--- config.mk ---
export PLATFORM = sky130hd
export DESIGN_NAME = booth_seq_ctrl_flat
export DESIGN_NICKNAME = d
export VERILOG_FILES = /design/src/rtl/booth_seq_ctrl_if.sv /design/src/rtl/booth_seq_ctrl.sv /design/src/flat_wrapper.sv
export SDC_FILE = /design/constraint.sdc
export NUM_CORES = 1
export LEC_CHECK = 0
export BUFFER_PORTS_ARGS = -buffer_cell sky130_fd_sc_hd__buf_2
export CAP_MARGIN = 20
export CORE_UTILIZATION = 44
export CTS_CLUSTER_DIAMETER = 60
export DETAILED_ROUTE_END_ITERATION = 10
export PLACE_DENSITY = 0.69
export SLEW_MARGIN = 25
export SYNTH_ARGS = -nofsm -noshare
export SYNTH_HDL_FRONTEND = slang
export SYNTH_SLANG_ARGS = --single-unit
export TNS_END_PERCENT = 5
--- constraint.sdc ---
create_clock -name clk -period 1.3 [get_ports clk]
set_input_delay 0.065 -clock clk [delete_from_list [all_inputs] [get_ports clk]]
set_output_delay 0.065 -clock clk [all_outputs]
set_load 0.01 [all_outputs]
--- src/rtl/booth_seq_ctrl_if.sv ---
// booth_seq_ctrl_if
//   Handshake and control bundle between a multiplier-operand requester,
//   the radix-4 Booth sequencer and its datapath/result consumer.
//   Ports (seen from the sequencer, modport slave):
//     i_valid, i_mplr  - operand offer from the requester
//     o_ready          - sequencer is idle and takes an operand
//     i_flush          - synchronous abort of the running operation
//     o_load           - datapath loads multiplicand, clears accumulator
//     o_step, o_op, o_idx - apply Booth digit o_op at digit position o_idx
//     o_valid, i_ready - result handshake with the consumer
//   modport master is the requester/datapath side of the same bundle.
interface booth_seq_ctrl_if #(
  parameter int WIDTH = 8
) ();
  localparam int IDX_W = $clog2(WIDTH / 2);

  logic             i_valid;
  logic             o_ready;
  logic [WIDTH-1:0] i_mplr;
  logic             i_flush;
  logic             o_load;
  logic             o_step;
  logic [2:0]       o_op;
  logic [IDX_W-1:0] o_idx;
  logic             o_valid;
  logic             i_ready;

  modport slave (
    input  i_valid, i_mplr, i_flush, i_ready,
    output o_ready, o_load, o_step, o_op, o_idx, o_valid
  );

  modport master (
    output i_valid, i_mplr, i_flush, i_ready,
    input  o_ready, o_load, o_step, o_op, o_idx, o_valid
  );
endinterface

--- src/rtl/booth_seq_ctrl.sv ---
// booth_seq_ctrl
//   Sequencer for a radix-4 Booth multiplier. Accepts a signed multiplier
//   operand, pulses o_load once, then issues WIDTH/2 o_step cycles, each
//   carrying the Booth digit select for one digit position, and finally
//   holds o_valid until the consumer takes the result.
//   Ports:
//     clk   - single clock, rising edge
//     n_rst - asynchronous active-low reset
//     bus   - booth_seq_ctrl_if.slave (handshake, digit select, result)
//
//   state | meaning
//   IDLE  | waiting for an operand, o_ready=1
//   LOAD  | datapath loads multiplicand / clears accumulator
//   STEP  | one Booth digit applied per cycle
//   DONE  | result valid, waiting for i_ready
module booth_seq_ctrl #(
  parameter  int WIDTH = 8,
  localparam int IDX_W = $clog2(WIDTH / 2)
) (
  input  logic            clk,
  input  logic            n_rst,
  booth_seq_ctrl_if.slave bus
);

  localparam logic [1:0] IDLE = 2'd0;
  localparam logic [1:0] LOAD = 2'd1;
  localparam logic [1:0] STEP = 2'd2;
  localparam logic [1:0] DONE = 2'd3;

  localparam logic [IDX_W-1:0] LAST_IDX = IDX_W'(WIDTH / 2 - 1);

  logic [1:0]       state;
  // Multiplier with an implicit zero appended below bit 0; bits [2:0]
  // always hold the overlapping triplet for the current digit.
  logic [WIDTH:0]   sreg;
  logic [IDX_W-1:0] idx;

  always_ff @(posedge clk or negedge n_rst) begin
    if (!n_rst) begin
      state <= IDLE;
      sreg  <= '0;
      idx   <= '0;
    end else begin
      case (state)
        IDLE: begin
          if (!bus.i_flush && bus.i_valid) begin
            sreg  <= {bus.i_mplr, 1'b0};
            idx   <= '0;
            state <= LOAD;
          end
        end
        LOAD: begin
          state <= bus.i_flush ? IDLE : STEP;
        end
        STEP: begin
          if (bus.i_flush) begin
            state <= IDLE;
          end else begin
            sreg <= {sreg[WIDTH], sreg[WIDTH], sreg[WIDTH:2]};
            // Index parks on the last digit instead of wrapping.
            if (idx == LAST_IDX) begin
              state <= DONE;
            end else begin
              idx <= idx + 1'b1;
            end
          end
        end
        DONE: begin
          if (bus.i_flush || bus.i_ready) begin
            state <= IDLE;
          end
        end
        default: state <= IDLE;
      endcase
    end
  end

  function automatic logic [2:0] booth_decode(input logic [2:0] trip);
    logic [2:0] op;
    case (trip)
      3'b001, 3'b010: op = 3'b001;
      3'b011:         op = 3'b010;
      3'b100:         op = 3'b110;
      3'b101, 3'b110: op = 3'b101;
      default:        op = 3'b000;
    endcase
    return op;
  endfunction

  always_comb begin
    bus.o_ready = (state == IDLE);
    bus.o_load  = (state == LOAD);
    bus.o_step  = (state == STEP);
    bus.o_valid = (state == DONE);
    bus.o_op    = (state == STEP) ? booth_decode(sreg[2:0]) : 3'b000;
    bus.o_idx   = (state == STEP) ? idx : '0;
  end

endmodule

--- src/flat_wrapper.sv ---
// flat-port wrapper written by rule: the top's interface ports become plain ports
module booth_seq_ctrl_flat 
#(
  parameter  int WIDTH = 8,
  localparam int IDX_W = $clog2(WIDTH / 2)
)
  (clk, n_rst, bus_i_valid, bus_i_mplr, bus_i_flush, bus_i_ready, bus_o_ready, bus_o_load, bus_o_step, bus_o_op, bus_o_idx, bus_o_valid);
  booth_seq_ctrl_if #(.WIDTH(WIDTH)) bus_i ();
  input  logic clk;
  input  logic n_rst;
  input wire logic [$bits(bus_i.i_valid)-1:0] bus_i_valid;
  input wire logic [$bits(bus_i.i_mplr)-1:0] bus_i_mplr;
  input wire logic [$bits(bus_i.i_flush)-1:0] bus_i_flush;
  input wire logic [$bits(bus_i.i_ready)-1:0] bus_i_ready;
  output wire logic [$bits(bus_i.o_ready)-1:0] bus_o_ready;
  output wire logic [$bits(bus_i.o_load)-1:0] bus_o_load;
  output wire logic [$bits(bus_i.o_step)-1:0] bus_o_step;
  output wire logic [$bits(bus_i.o_op)-1:0] bus_o_op;
  output wire logic [$bits(bus_i.o_idx)-1:0] bus_o_idx;
  output wire logic [$bits(bus_i.o_valid)-1:0] bus_o_valid;
  assign bus_i.i_valid = bus_i_valid;
  assign bus_i.i_mplr = bus_i_mplr;
  assign bus_i.i_flush = bus_i_flush;
  assign bus_i.i_ready = bus_i_ready;
  assign bus_o_ready = bus_i.o_ready;
  assign bus_o_load = bus_i.o_load;
  assign bus_o_step = bus_i.o_step;
  assign bus_o_op = bus_i.o_op;
  assign bus_o_idx = bus_i.o_idx;
  assign bus_o_valid = bus_i.o_valid;
  booth_seq_ctrl #(.WIDTH(WIDTH)) u_core (.clk(clk), .n_rst(n_rst), .bus(bus_i));
endmodule
==> flow_summary.json <==
{
  "drt_iter0_markers": 8,
  "synth_area_um2": 755.7,
  "drive_above_1_share_pct": 59.22,
  "max_slew.worst_pin.slew_ns": 0.2922,
  "setup_ws_ns": -0.1150,
  "htree_num_levels": 1,
  "hp-class": "input port to register",
  "violations": "design-rule violations, negative setup slack",
  "rsz0062_at_grt": "true",
  "r2r-start": "u_core.state[0]",
  "top_usage_layer": "met2",
  "whs_path_depth": 2,
  "gr-usage-met1_pct": 24.93,
  "postRouteAntennaNets": 0,
  "power.density_nw_per_um2": 1177,
  "io_buffers": 21,
  "worstSetupPathType": "register to output port",
  "reg2reg_to": "u_core.sreg[5]",
  "antenna_found_initial": 0,
  "status": "finished with violations",
  "synth_area_leaders": "dfrtp_1 43%, mux2_2 19%, ha_1 8.3%",
  "netlist_instances": 66,
  "synth_warnings": 0,
  "grt_max_degree": 14,
  "final.period_utilization_pct": 108.8,
  "synth_top_area_cell": "dfrtp_1",
  "clk-insertion-delay-late_ns": 0.28,
  "place_congestion": 0.7080,
  "cts_buffers": 3,
  "drc_errors": 2,
  "slew_viol_final": 0,
  "ys_seq_elements": 13,
  "start_util_pct": 48.48,
  "cts-root-buf": "clkbuf_4",
  "hp-start": "bus_i_mplr[7]",
  "dp_hpwl_um": 1133,
  "crit_required_ns": 1.24,
  "final_core_utilization_pct": 72.07,
  "p_sw_share_pct": 31.15,
  "path_max_fanout": 2,
  "hold_ws_ns": 0.01321,
  "tns_ns": -0.7634,
  "die_h_um": 43.45,
  "crit_arrival_ns": 1.35,
  "num_antenna_cells": 0,
  "hold_end": "u_core.sreg[8]",
  "startpoint_type": "register",
  "synth_nets": 84,
  "yosysTopAreaCellShare_pct": 43.05,
  "die_area_um2": 1887,
  "io_pins": 22,
  "track_usage_pct": 20.56,
  "cp-startpoint": "u_core.sreg[0]",
  "finalHoldViolations": 0,
  "vias_per_cell": 5.319,
  "grt_pass1_vias": 617,
  "die_x_um": 43.45,
  "synth_cell_types": 19,
  "use_met3_pct": 8.333,
  "routed_wl_um": 1648,
  "fin_area_um2": 1124,
  "fin_skew_ns": 0.003551,
  "power_leakage_uw": 0.0005531,
  "comb_power_share_pct": 38.3,
  "routedWlPerCell_um": 13.85,
  "r2r_slack_ns": -0.09,
  "avgSynthCellArea_um2": 11.45,
  "power_uw": 1322,
  "reg2reg_depth": 4,
  "seqPwrFrac_pct": 42.2,
  "clkPwrFrac_pct": 19.5,
  "cts.sinks": 13,
  "num_vias": 633,
  "grt_remaining_overflow": 0,
  "clk_pin_slew_ns": 0.08,
  "ir_worst_vdd_uv": 774.7,
  "nets": 122,
  "core_area_um2": 1559,
  "firstDrtPassIters": 7,
  "maxCapViolCount": 0,
  "cts_tree": "yes",
  "grt_use_met2_pct": 33.03,
  "synth-seq-area-share_pct": 43.05,
  "end_kind": "output port",
  "setup_viol": 13,
  "syn2layout_area_growth_pct": 48.68,
  "fin_crit_ns": 1.415,
  "grt_pass1_wl_um": 2773,
  "maxSlewHeadroom_pct": 80.52,
  "switchingPower_uw": 411.9,
  "num_rows": 14,
  "max_freq_ghz": 0.7067,
  "p_int_uw": 910.2,
  "dpl_cell_area_um2": 947.2,
  "cts.path.max_buffers": 2
}
==> worst max-delay path by stage <==
stage | slack [ns] | endpoint | cells after the start
6_report | -0.12 | bus_o_op[1] | 5
5_1_grt | -0.17 | bus_o_op[1] | 5
4_1_cts | -0.1 | bus_o_op[1] | 5
3_5_place_dp | -0.08 | u_core.sreg[6] | 4
3_3_place_gp | -0.04 | u_core.sreg[5] | 4
2_1_floorplan | -0.09 | u_core.sreg[2] | 3
==> flip-flops by register name, indices dropped and copies added, names as in the netlist <==
name	flops
u_core.idx	2
u_core.sreg	9
u_core.state	2
==> synthesized netlist by cell type, drive strengths merged <==
master  number
a22oi        1
nand2        3
o211ai       1
ha           5
nor2         3
and2         2
dfrtp       13
nand3b       1
mux2        13
a21oi        1
buf          2
mux2i        5
a211oi       1
o22ai        2
nor2b        2
inv          5
nor3         6
==> repair_timing <==
action,in CTS,in global routing
setup endpoints to repair,17,19
endpoints found under the hold margin,14,0
pin swaps,0,3
setup buffers,1,2
gates resized for setup,17,11
hold buffers,2,0
==> area by class of cell <==
type | instances | area [um^2]
clock buffer | 3 | 22.52
clock inverter | 1 | 5.005
fill | 116 | 435.4
inverter | 5 | 18.77
multi-input combinational | 46 | 462.9
sequential | 13 | 325.3
tap | 16 | 20.02
timing repair buffer | 35 | 269.0
==> placed cells by master (no fill, tap or decap), types with 3 or more instances in the layout <==
cell type / n
dfrtp_1: 13
clkbuf_4: 3
buf_2: 18
mux2_4: 8
mux2i_1: 5
nand2_1: 3
ha_1: 3
buf_6: 7
mux2_2: 5
inv_1: 3
buf_4: 6
nor3_1: 4
==> power groups by stage <==
stage | Sequential [uW] | Combinational, uW | Clock, uW
global route | 566 | 553 | 284
finish | 558 | 506 | 258
floorplan | 546 | 244 | 0
global placement | 556 | 357 | 0
detailed placement | 565 | 369 | 0
CTS | 562 | 439 | 268
==> stage by stage <==
stage,setup WS [ns],instances
2_1_floorplan,-0.09215,66
3_5_place_dp,-0.07732,110
5_1_grt,-0.1707,119
4_1_cts,-0.09818,117
6_report,-0.1150,119
3_3_place_gp,-0.04450,110
==> metal layers <==
layer  share of wire (%)  vias to the layer above
met1                  42                      306
met2                  51                       18
li1                    -                      306
met5                   0                        -
met3                 5.7                        3
met4                0.67                        0
==> critical path, stage by stage (launching register included) <==
cell and delay [ns]:
dfrtp_1 0.41, buf_6 0.13, ha_1 0.18, mux2i_1 0.14, nor3_1 0.07, buf_2 0.14
==> kinds of logic (layout without fill, tap and decap cells) <==
group	count (synthesis)	after routing	share of synthesized area, %
AO/OA/AOI/OAI	6	6	5.298
adder cells (fa/ha/maj)	5	5	8.278
buffers and inverters	7	44	4.635
flip-flops	13	13	43.05
multiplexers	18	18	25.99
AND/OR/NAND/NOR	17	17	12.75
Note: power is estimated with default switching activity, not from simulation.
